**src/rtl/cpu_run_controller.sv**
```systemverilog
// CPU reset/run sequencer: PLL-lock gated reset hold, debounced reset button, clock-gate enable.
// Define STEP_MODE_EN to add the single-step clock-gating feature.
module cpu_run_controller #(
  parameter int DEBOUNCE_CYCLES   = 65536,
  parameter int RESET_HOLD_CYCLES = 16,
  parameter int CNT_W             = 17
) (
  input  logic       clkout,
  input  logic       ext_reset,
  input  logic       pll_lock,
  input  logic       btn_reset_n,
  input  logic       btn_step_n,
  input  logic       step_mode,
  output logic       cpu_reset,
  output logic       cpu_clk_en,
  output logic [2:0] state_o,
  output logic [7:0] reset_count
);

  localparam logic [2:0] S_POR      = 3'd0;
  localparam logic [2:0] S_HOLD     = 3'd1;
  localparam logic [2:0] S_RUN      = 3'd2;
  localparam logic [2:0] S_DEBOUNCE = 3'd3;
  localparam logic [2:0] S_WAIT_REL = 3'd4;

  localparam logic [CNT_W-1:0] HOLD_LAST = CNT_W'(RESET_HOLD_CYCLES - 1);
  localparam logic [CNT_W-1:0] DEB_LAST  = CNT_W'(DEBOUNCE_CYCLES - 1);

  logic             lock_p0, lock_s;
  logic             btn_p0, btn_s;
  logic [2:0]       state, state_nx;
  logic [CNT_W-1:0] cnt, cnt_nx;
  logic             count_inc;
  logic             reset_nx, clk_en_nx;
  logic             step_fire;

  // Input synchronisers; the button idles released so a reset never looks like a press
  always_ff @(posedge clkout or negedge ext_reset) begin
    if (!ext_reset) begin
      lock_p0 <= 1'b0;
      lock_s  <= 1'b0;
      btn_p0  <= 1'b1;
      btn_s   <= 1'b1;
    end else begin
      lock_p0 <= pll_lock;
      lock_s  <= lock_p0;
      btn_p0  <= btn_reset_n;
      btn_s   <= btn_p0;
    end
  end

`ifdef STEP_MODE_EN
  logic             step_p0, step_s;
  logic             mode_p0, mode_s;
  logic             step_armed;
  logic [CNT_W-1:0] step_cnt;

  always_ff @(posedge clkout or negedge ext_reset) begin
    if (!ext_reset) begin
      step_p0 <= 1'b1;
      step_s  <= 1'b1;
      mode_p0 <= 1'b0;
      mode_s  <= 1'b0;
    end else begin
      step_p0 <= btn_step_n;
      step_s  <= step_p0;
      mode_p0 <= step_mode;
      mode_s  <= mode_p0;
    end
  end

  assign step_fire = (state == S_RUN) && !step_s && step_armed && (step_cnt == DEB_LAST);

  // One pulse per press; re-armed only by a release seen while running
  always_ff @(posedge clkout or negedge ext_reset) begin
    if (!ext_reset) begin
      step_cnt   <= '0;
      step_armed <= 1'b1;
    end else if (state != S_RUN) begin
      step_cnt   <= '0;
    end else if (step_s) begin
      step_cnt   <= '0;
      step_armed <= 1'b1;
    end else if (step_armed) begin
      if (step_cnt == DEB_LAST) begin
        step_cnt   <= '0;
        step_armed <= 1'b0;
      end else begin
        step_cnt   <= step_cnt + 1'b1;
      end
    end
  end
`else
  logic unused_step;
  assign unused_step = btn_step_n ^ step_mode;
  assign step_fire   = 1'b0;
`endif

  // State and shared counter register
  always_ff @(posedge clkout or negedge ext_reset) begin
    if (!ext_reset) begin
      state <= S_POR;
      cnt   <= '0;
    end else begin
      state <= state_nx;
      cnt   <= cnt_nx;
    end
  end

  // Next state; losing lock outranks every button event
  always_comb begin
    state_nx  = state;
    cnt_nx    = cnt;
    count_inc = 1'b0;
    if (state != S_POR && !lock_s) begin
      state_nx = S_POR;
      cnt_nx   = '0;
    end else begin
      case (state)
        S_POR: begin
          if (lock_s) begin
            state_nx = S_HOLD;
            cnt_nx   = '0;
          end
        end
        S_HOLD: begin
          if (cnt == HOLD_LAST) begin
            state_nx = S_RUN;
            cnt_nx   = '0;
          end else begin
            cnt_nx   = cnt + 1'b1;
          end
        end
        S_RUN: begin
          if (!btn_s) begin
            state_nx = S_DEBOUNCE;
            cnt_nx   = '0;
          end
        end
        S_DEBOUNCE: begin
          if (btn_s) begin
            state_nx = S_RUN;
            cnt_nx   = '0;
          end else if (cnt == DEB_LAST) begin
            state_nx  = S_WAIT_REL;
            cnt_nx    = '0;
            count_inc = 1'b1;
          end else begin
            cnt_nx    = cnt + 1'b1;
          end
        end
        S_WAIT_REL: begin
          if (btn_s) begin
            state_nx = S_HOLD;
            cnt_nx   = '0;
          end
        end
        default: begin
          state_nx = S_POR;
          cnt_nx   = '0;
        end
      endcase
    end
  end

  // Outputs decoded from the next state so the registered copies line up with state
  always_comb begin
    reset_nx  = 1'b1;
    clk_en_nx = 1'b0;
    case (state_nx)
      S_HOLD, S_WAIT_REL: clk_en_nx = 1'b1;
      S_DEBOUNCE: begin
        reset_nx  = 1'b0;
        clk_en_nx = 1'b1;
      end
      S_RUN: begin
        reset_nx  = 1'b0;
`ifdef STEP_MODE_EN
        clk_en_nx = !mode_s || step_fire;
`else
        clk_en_nx = 1'b1;
`endif
      end
      default: begin
        reset_nx  = 1'b1;
        clk_en_nx = 1'b0;
      end
    endcase
  end

  always_ff @(posedge clkout or negedge ext_reset) begin
    if (!ext_reset) begin
      cpu_reset   <= 1'b1;
      cpu_clk_en  <= 1'b0;
      reset_count <= '0;
    end else begin
      cpu_reset  <= reset_nx;
      cpu_clk_en <= clk_en_nx;
      if (count_inc && reset_count != 8'hFF)
        reset_count <= reset_count + 8'd1;
    end
  end

  assign state_o = state;

endmodule
```
**config.mk**
```make
export PLATFORM = sky130hd
export DESIGN_NAME = cpu_run_controller
export DESIGN_NICKNAME = d
export VERILOG_FILES = /design/src/rtl/cpu_run_controller.sv
export SDC_FILE = /design/constraint.sdc
export NUM_CORES = 1
export LEC_CHECK = 0
export CAP_MARGIN = 10
export CORE_MARGIN = 2
export CORE_UTILIZATION = 30
export CTS_CLUSTER_SIZE = 12
export DETAILED_ROUTE_END_ITERATION = 6
export GPL_TIMING_DRIVEN = 0
export PLACE_DENSITY = 0.49
export SETUP_SLACK_MARGIN = 0.4
export SYNTH_ARGS = -nofsm -noshare
export SYNTH_HDL_FRONTEND = slang
export SYNTH_SLANG_ARGS = --single-unit
```
**constraint.sdc**
```tcl
create_clock -name clkout -period 2.45 [get_ports clkout]
set_input_delay 0.735 -clock clkout [delete_from_list [all_inputs] [get_ports clkout]]
set_output_delay 0.735 -clock clkout [all_outputs]
set_load 0.02 [all_outputs]
```
==> results of run 1 <==
layer usage:
metal / share of wire, % / wire length, um / track usage [%] / vias up
met5: 0 / 0 / 0 / -
met4: 1.9 / 84 / 5.81 / 0
met3: 2.4 / 107 / 2.68 / 8
met2: 48 / 2080 / 20.8 / 17
met1: 48 / 2100 / 17.9 / 802
li1: - / - / - / 792
where the power goes:
part	internal (W)	total (W)	switching (W)
clock	0.000227	0.000439	0.000212
combinational	0.0000503	0.000125	0.0000746
sequential	0.000574	0.000583	0.00000912
through the flow:
step           setup TNS, ns  util [%]  hold WS, ns  instances  cell area, sq um
2_1_floorplan              0         -        0.331        192              1900
3_3_place_gp           -5.69      36.0        0.335        283              2160
3_5_place_dp          -0.114      35.9        0.338        283              2150
4_1_cts                    0      40.4        0.348        305              2420
5_1_grt                    0      42.2        0.355        307              2530
6_report                   0      42.2        0.350        307              2530
cells in the final DEF, fill, tap and decap left out, types with 3 or more instances in the layout:
cell / synthesis / routed
dfrtp_1: 31 / 27
nand4_1: 5 / 5
o21ai_0: 8 / 4
nor2b_1: 3 / 3
nand3_1: 23 / 22
nor2_1: 8 / 7
buf_4: 0 / 13
xor2_1: 7 / 7
buf_6: 1 / 4
or3_1: 8 / 8
nand2_1: 19 / 19
inv_1: 5 / 5
nor3_1: 5 / 3
a32oi_1: 3 / 3
dlymetal6s2s_1: 0 / 3
and4_1: 5 / 4
nand2b_1: 6 / 5
dfrtp_2: 0 / 4
buf_2: 3 / 3
dlygate4sd2_1: 0 / 7
clkdlybuf4s50_1: 0 / 5
o21ai_1: 0 / 4
clkbuf_8: 0 / 7
dfstp_2: 3 / 3
and3_1: 6 / 5
worst register-to-register path: cells and delay by family (launching register included):
family | cells | cell delay, ns
adder cells (fa/ha/maj) | 2 | 0.32
flip-flops | 1 | 0.36
multiplexers | 1 | 0.31
AND/OR/NAND/NOR | 5 | 0.95
buffers and inverters | 2 | 0.19
layout make-up:
cell class / count / area (sq um) / area share, %
flip-flops and latches: 34 / 860 / 34.0
repair buffers: 32 / 294 / 11.6
clock buffers: 7 / 86.3 / 3.41
well taps: 75 / 93.8 / 3.71
inverters: 5 / 18.8 / 0.742
plain buffers: 8 / 65.1 / 2.57
multi-input cells: 145 / 1110 / 43.7
clock inverters: 1 / 5.00 / 0.198
logic make-up (layout without fill, tap and decap cells):
family / count (synthesis) / after routing / share of synthesized area, %
AOI/OAI and AO/OA: 29 / 29 / 12.5
adders and majority gates: 4 / 4 / 2.67
DFF: 34 / 34 / 45.6
muxes: 1 / 1 / 0.601
xor gates and xnor gates: 7 / 7 / 3.27
and+or+nand+nor: 104 / 104 / 32.1
buffers and inverters: 13 / 53 / 3.27
Yosys cell counts, types with 4 or more instances:
cell      number
nand4_1        5
inv_1          5
nand2b_1       6
nor2_1         8
nand3_1       23
o21ai_0        8
nor3_1         5
dfrtp_1       31
xor2_1         7
nand2_1       19
or3_1          8
and3_1         6
ha_1           4
and4_1         5
worst max-delay path by stage:
stage,start,cells after the start,slack [ns],to
6_report,cnt[1]$_DFFE_PN0P_,10,0.22,reset_count[1]$_DFFE_PN0P_
5_1_grt,cnt[0]$_DFFE_PN0P_,10,0.13,reset_count[1]$_DFFE_PN0P_
4_1_cts,cnt[4]$_DFFE_PN0P_,10,0.19,cnt[3]$_DFFE_PN0P_
3_5_place_dp,cnt[0]$_DFFE_PN0P_,8,-0.07,cnt[2]$_DFFE_PN0P_
3_3_place_gp,ext_reset,1,-0.18,state_o[2]$_DFF_PN0_
2_1_floorplan,cnt[1]$_DFFE_PN0P_,9,0.24,cnt[3]$_DFFE_PN0P_
flip-flops by register name (all words and copies together), names as in the netlist:
signal       count
cpu_clk_en       1
cpu_reset        1
cnt             17
lock_s           1
reset_count      8
state_o          3
btn_p0           1
lock_p0          1
btn_s            1
repair_timing:
item                       in CTS  in global routing
gates resized for setup        24                 20
buffers inserted               14                  2
pin swaps                       7                  9
setup endpoints to repair      31                 27
hold buffers                    0                  0
==> results.ini, run 1 <==
[finish]
nNetsFinal=241
drive_gt1_share_pct=27.6
area_delta_synth_final_pct=34.9
nFillCells=595
diodes=0

[power]
power_w=0.00115
ir_drop_mv=0.259
p_leak_nw=1.14
power.density_nw_per_um2=454

[clock_network]
clk_path_buf_depth=2
clock_latency_ns=0.29
clk_pin_slew_worst_paths_ns=0.08
cts_tree=built
numCtsBuffers=5
clock-sinks=34
cts_root_buffer=clkbuf_8
htreeDepth=2

[global_routing]
grt_pass1_vias=1547
grt_usage_pct=13.4
grt_pass1_wl_mm=7.53
overflow=0
antenna_found_initial=0
grt_start_max_net_pins=35

[worst_hold_path]
worst_hold_path.endpoint=lock_s$_DFF_PN0_
min_path_type=flip-flop to flip-flop
min_from=lock_p0$_DFF_PN0_
min_path_cells=0

[timing]
tightest_slew_ns=0.852
finalCritPeriodShare_pct=90.9
relSlewSlack_pct=43.0
worst_slack_ns=0.224
finClkSkew_ns=0.00845
final-hold-violation-count=0
slew_viol_final=0
period_minus_slack_ns=2.23
setup_violations=0
rsz0062_at_grt=yes
fmax_mhz=449

[critical_path]
worst_setup_path_end_kind=flip-flop
critPathArrivalTime_ns=2.40
crit_fanout=7
worst_path_max_delay_cell=dfrtp_1
crit_type=flip-flop to flip-flop
cp.buffers_inverters=2
max_stage_delay_ns=0.36
crit_chain=ha_2 -> and4_4 -> and4_1 -> and3_4 -> ha_4 -> buf_4 -> buf_6 -> nand3_4 -> nor2_4 -> mux2_4
cp.required_ns=2.62
regToRegStartpoint=cnt[1]$_DFFE_PN0P_
cp-start-kind=flip-flop
rr_endpoint=reset_count[1]$_DFFE_PN0P_
reg2reg_depth=10
r2r_setup_slack_ns=0.22
path_delay_family=simple AND/OR/NAND/NOR gates

[synth]
synth.distinct_cells=47
yosysSeqAreaShare_pct=45.6
netlist_instances=192
synth_top_area_cell=dfrtp_1
synth_edf_count=0
yosysWarnings=0
synth_area_sq_um=1870
syn_nets=202
synth_ff_type=dfrtp_1
yosys-top-cells-area=dfrtp_1, nand3_1, dfstp_2
synth-seq-cells=34
async_flop_share_pct=100
avgSynthCellArea_sq_um=9.76
synth_top_area_share_pct=41.4

[floorplan]
start_util_pct=31.3
die_area_sq_um=6900
die_w_um=83.0
die-height_um=83.0
core_area_sq_um=5990
rows=28
io_pins=19

[detailed_routing]
drc=0
viasPerCell=5.27
firstDrtPassIters=4
routed_wirelength_mm=4.38
drtIter0Drc=68
vias=1619
wl_per_cell_um=14.3
drtAntennaViolNets=0

[placement]
gp_congestion=0.756
dp_hpwl_mm=2.69
dp_slack_ns=-0.0663
port_buffers=16

[run]
cap_violations=0

[run_status]
status=finished clean

Note: power is estimated with default switching activity, not from simulation.
==> inputs of run 2 (changes only) <==
--- a/constraint.sdc
+++ b/constraint.sdc
@@ -3,2 +3,2 @@
 set_output_delay 0.735 -clock clkout [all_outputs]
-set_load 0.02 [all_outputs]
+set_load 0.1 [all_outputs]
==> run 2 against run 1 <==
Register-to-register slack worse by 0.10 ns; power up 6.4%; final area up 7.7%; sequential power about the same; final cell count up 1.6%; critical path type unchanged; via count up 1.2%; sequential share of layout area down 2.1 points; core utilization up 3.2 points.
==> results.ini, run 2 (same netlist as run 1, synthesis figures left out) <==
[finish]
post-route-cell-area_sq_um=2720
final_cell_mix=nand3_1, dfrtp_1, nand2_1
area_delta_synth_final_pct=45.3
diodes=0
largest_register_ffs=17
nFillCells=570
regMostFlops=cnt
nNetsFinal=246
drive_gt1_share_pct=40.5
layout_commonest_cell=nand3_1

[timing]
finClkSkew_ns=0.00548
final-hold-violation-count=0
rsz0062_at_grt=yes
finalCritPeriodShare_pct=95.0
relSlewSlack_pct=36.7
setup_violations=0
slew_viol_final=0
fmax_mhz=430
period_minus_slack_ns=2.33
tightest_slew_ns=0.946

[power]
power_w=0.00122
ir_drop_mv=0.268
p_leak_nw=1.12
power.density_nw_per_um2=448

[detailed_routing]
viasPerCell=5.25
wl_per_cell_um=15.4
firstDrtPassIters=4
vias=1639
routed_wirelength_mm=4.82
drtIter0Drc=58
drtAntennaViolNets=0
drc=0

[critical_path]
cp-start-kind=flip-flop
crit_path_start=cnt[12]$_DFFE_PN0P_
cp.required_ns=2.64
path_delay_family=simple AND/OR/NAND/NOR gates
crit_chain=and4_1 -> and4_1 -> and3_4 -> ha_4 -> o21a_4 -> nor2_4 -> o31ai_4 -> buf_12 -> buf_16 -> o41ai_4
reg2reg_depth=10
worst_setup_path_end_kind=flip-flop
regToRegStartpoint=cnt[12]$_DFFE_PN0P_
cp.buffers_inverters=2
worst-path-stages=10
critPathArrivalTime_ns=2.51
crit_fanout=5
worst_path_max_delay_cell=dfrtp_2
crit_type=flip-flop to flip-flop
crit_top_cell=and4_1
max_stage_delay_ns=0.45

[floorplan]
die_w_um=83.0
io_pins=19
die-height_um=83.0
die_area_sq_um=6900
core_area_sq_um=5990
start_util_pct=31.3
rows=28

[worst_hold_path]
min_path_cells=0
min_path_type=flip-flop to flip-flop
min_from=lock_p0$_DFF_PN0_

[global_routing]
antenna_found_initial=0
grt_pass1_vias=1545
grt_usage_pct=13.8
grt_pass1_wl_mm=7.73
grt_start_max_net_pins=35
overflow=0

[clock_network]
numCtsBuffers=5
clk_pin_slew_worst_paths_ns=0.08
cts_tree=built
clk_path_buf_depth=2
clock_latency_ns=0.29
cts_hold_buf=0
cts_root_buffer=clkbuf_8
clock-sinks=34
htreeDepth=2

[run]
cap_violations=0

[placement]
dp_hpwl_mm=2.69
gp_congestion=0.712
dpl_cell_area_sq_um=2160
port_buffers=16

[run_status]
status=finished clean

run 2: cell count changes in the layout (fill, tap and decap cells not counted), sizes merged:
cell	change
buf	+9
clkbuf	-2
clkdlybuf4s15	+8
clkdlybuf4s18	+2
clkdlybuf4s50	-3
clkinvlp	+1
dlygate4sd2	-7
dlymetal6s2s	-3
run 2: worst reg2reg max path, stage by stage, from the launching register on:
cell	delay, ns
dfrtp_2	0.45
and4_1	0.27
and4_1	0.22
and3_4	0.19
ha_4	0.17
o21a_4	0.23
nor2_4	0.13
o31ai_4	0.11
buf_12	0.14
buf_16	0.13
o41ai_4	0.19
run 2: area by class of cell:
| type | instances | area (sq um) | share of cell area [%] |
|---|---|---|---|
| multi-input cells | 145 | 1200 | 44.1 |
| flip-flops and latches | 34 | 868 | 31.9 |
| repair buffers | 37 | 377 | 13.8 |
| well taps | 75 | 93.8 | 3.45 |
| clock buffers | 6 | 82.6 | 3.03 |
| plain buffers | 8 | 68.8 | 2.53 |
| inverters | 5 | 18.8 | 0.689 |
| clock inverters | 2 | 12.5 | 0.460 |
run 2: path summary, 6_finish.rpt:
check / end / slack (ns)
max in group asynchronous: reset_count[4]$_DFFE_PN0P_ / 1.38
worst max-delay path: cnt[5]$_DFFE_PN0P_ / 0.12
worst min register to register: lock_s$_DFF_PN0_ / 0.36
worst max register to register: cnt[5]$_DFFE_PN0P_ / 0.12
min in group asynchronous: cnt[11]$_DFFE_PN0P_ / 0.52
worst min-delay path: lock_s$_DFF_PN0_ / 0.36
run 2: power by group:
part | internal (W) | switching [W] | total, W
clock network | 0.000226 | 0.000220 | 0.000446
registers | 0.000574 | 0.0000110 | 0.000585
logic | 0.0000763 | 0.000113 | 0.000189
total | 0.000876 | 0.000343 | 0.00122
run 2: what timing repair did:
action,CTS,global route
endpoints found under the hold margin,0,0
resized for setup,72,26
pin swaps,5,15
setup buffers,18,2
gates cloned,1,0
setup endpoints to repair,36,29
run 2: layer usage:
layer	track usage, %	part of all wire, %	wire length, um
met1	19.8	50	2430
met2	20.4	46	2220
met3	2.98	2.1	101
met4	5.22	1.5	74
met5	0	0	0
run 2: stage by stage:
stage               cells  setup slack (ns)  TNS [ns]  utilization (%)  hold slack [ns]
floorplan             192             0.243         0                -            0.331
global placement      283            -0.320     -6.75             36.1            0.334
detailed placement    283           -0.0178   -0.0325             36.0            0.337
CTS                   310             0.177         0             43.1            0.354
global route          312            0.0269         0             45.4            0.360
finish                312             0.122         0             45.4            0.357
==> inputs of run 3 (changes only) <==
- MAX_ROUTING_LAYER: default -> met4
- REMOVE_ABC_BUFFERS: default -> 1
- TNS_END_PERCENT: default -> 10
==> run 3 against run 2 <==
Register-to-register slack improved by 0.02 ns; critical path depth decreased by 1; sequential cell count unchanged; first-iteration DRC count increased by 79%; critical endpoint is now cnt[3]$_DFFE_PN0P_; die area unchanged; sequential share of layout area increased by 4.8 points; clock skew decreased by 0.00058 ns.
==> results.ini, run 3 (same netlist as run 1, synthesis figures left out) <==
[finish]
drive_gt1_share_pct=23.7
regMostFlops=cnt
nFillCells=586
largest_register_ffs=17
instances_no_fill=294
diodes=0
layout_commonest_cell=dfrtp_1
seq_area_sq_um=858
area_delta_synth_final_pct=24.8
nNetsFinal=228
final_core_util_pct=39.0
final_cell_mix=dfrtp_1, nand3_1, nand2_1
multi_input_area_sq_um=1010

[run]
cap_violations=0

[critical_path]
worst_setup_path_end_kind=flip-flop
regToRegStartpoint=cnt[0]$_DFFE_PN0P_
crit_chain=ha_2 -> and4_4 -> and4_1 -> and3_4 -> ha_4 -> o21a_4 -> or2_4 -> or3_1 -> o211ai_1
critPathArrivalTime_ns=2.51
path_delay_family=simple AND/OR/NAND/NOR gates
reg2reg_depth=9
cp.buffers_inverters=0
max_stage_delay_ns=0.39
crit_type=flip-flop to flip-flop
crit_path_start=cnt[0]$_DFFE_PN0P_
r2r_setup_slack_ns=0.14
cp-start-kind=flip-flop
rr_endpoint=cnt[3]$_DFFE_PN0P_
worst_path_max_delay_cell=dfrtp_1
crit_fanout=6
cp.required_ns=2.65

[floorplan]
rows=28
io_pins=19
die-height_um=83.0
start_util_pct=31.3
core_area_sq_um=5990
die_area_sq_um=6900
die_w_um=83.0

[placement]
gp_congestion=0.728
port_buffers=16
dp_hpwl_mm=2.57
place_inst=275
dp_slack_ns=-0.610

[timing]
worst_slack_ns=0.144
setup_violations=0
finClkSkew_ns=0.00490
finalCritPeriodShare_pct=94.1
final-hold-violation-count=0
tightest_slew_ns=0.957
period_minus_slack_ns=2.31
slew_viol_final=0
fmax_mhz=434
relSlewSlack_pct=36.5
rsz0062_at_grt=yes

[power]
p_leak_nw=0.993
ir_drop_mv=0.194
power.density_nw_per_um2=532

[clock_network]
htreeDepth=2
clk_path_buf_depth=2
clock_latency_ns=0.28
cts_tree=built
clk_pin_slew_worst_paths_ns=0.08
numCtsBuffers=5
cts_root_buffer=clkbuf_8
clock-sinks=34

[run_status]
status=finished clean

[worst_hold_path]
worst_hold_path.endpoint=lock_s$_DFF_PN0_
min_path_type=flip-flop to flip-flop
min_path_cells=0
min_from=lock_p0$_DFF_PN0_

[detailed_routing]
routed_wirelength_mm=4.10
firstDrtPassIters=4
drtAntennaViolNets=0
drc=0
viasPerCell=5.21
vias=1531
drtIter0Drc=104
wl_per_cell_um=13.9

[global_routing]
grt_pass1_wl_mm=7.15
overflow=0
grt_pass1_vias=1480
antenna_found_initial=0
grt_usage_pct=13.0
grt_start_max_net_pins=35

[run 3: changes by cell type in the layout (fill, tap and decap cells not counted), sizes merged]
| cell | change |
|---|---|
| buf | -18 |
| dlygate4sd2 | +4 |
| clkbuf | -3 |
| clkdlybuf4s18 | -2 |
| bufinv | +1 |
| clkinv | -1 |
| clkinvlp | +1 |
[run 3: timing repair]
item	CTS	global route
gates resized for setup	44	4
setup endpoints to repair	39	38
hold endpoints to repair	0	0
hold buffers	0	0
pin swaps	11	9
buffers inserted	8	3
[run 3: worst max-delay path by stage]
stage	cells after the start	slack [ns]	end
after floorplan	9	-0.14	cnt[5]$_DFFE_PN0P_
after global placement	9	-0.62	cnt[5]$_DFFE_PN0P_
after detailed placement	9	-0.61	cnt[5]$_DFFE_PN0P_
after CTS	1	0.14	reset_count[4]
after global routing	9	0.08	cnt[3]$_DFFE_PN0P_
final	9	0.14	cnt[3]$_DFFE_PN0P_
[run 3: metal layers]
layer	global-route usage, %	part of all wire [%]	up-vias	routed length [um]
met5	-	0	-	0
met4	4.47	0.93	0	38
met3	3.08	3.5	2	145
met2	19.3	47	26	1930
met1	17.3	48	743	1990
li1	-	-	760	-
[run 3: stage by stage]
stage	setup TNS, ns	hold WS, ns	power, W	instance area [sq um]
after detailed placement	-6.20	0.337	0.000710	2080
after global placement	-11.20	0.334	0.000711	2090
after global routing	0	0.370	0.00130	2340
final	0	0.354	0.00124	2340
after floorplan	-0.357	0.331	0.000666	1830
after CTS	0	0.357	0.00126	2320
[run 3: layout make-up]
class,instances,share of cell area [%]
Multi-Input combinational cell,145,43.3
Sequential cell,34,36.7
Timing Repair Buffer,27,10.3
Tap cell,75,4.01
Clock buffer,5,2.94
Clock inverter,3,1.93
Inverter,5,0.803
[run 3: worst register-to-register path: stages (launching register included)]
cell and delay, ns:
dfrtp_1 0.39, ha_2 0.20, and4_4 0.18, and4_1 0.19, and3_4 0.19, ha_4 0.18
o21a_4 0.22, or2_4 0.28, or3_1 0.31, o211ai_1 0.09
[run 3: power by group]
part	switching, W	internal (W)	leakage, nW
clock network	0.000219	0.000303	0.0504
registers	0.0000155	0.000574	0.450
logic	0.0000874	0.0000465	0.493
total	0.000322	0.000923	0.993
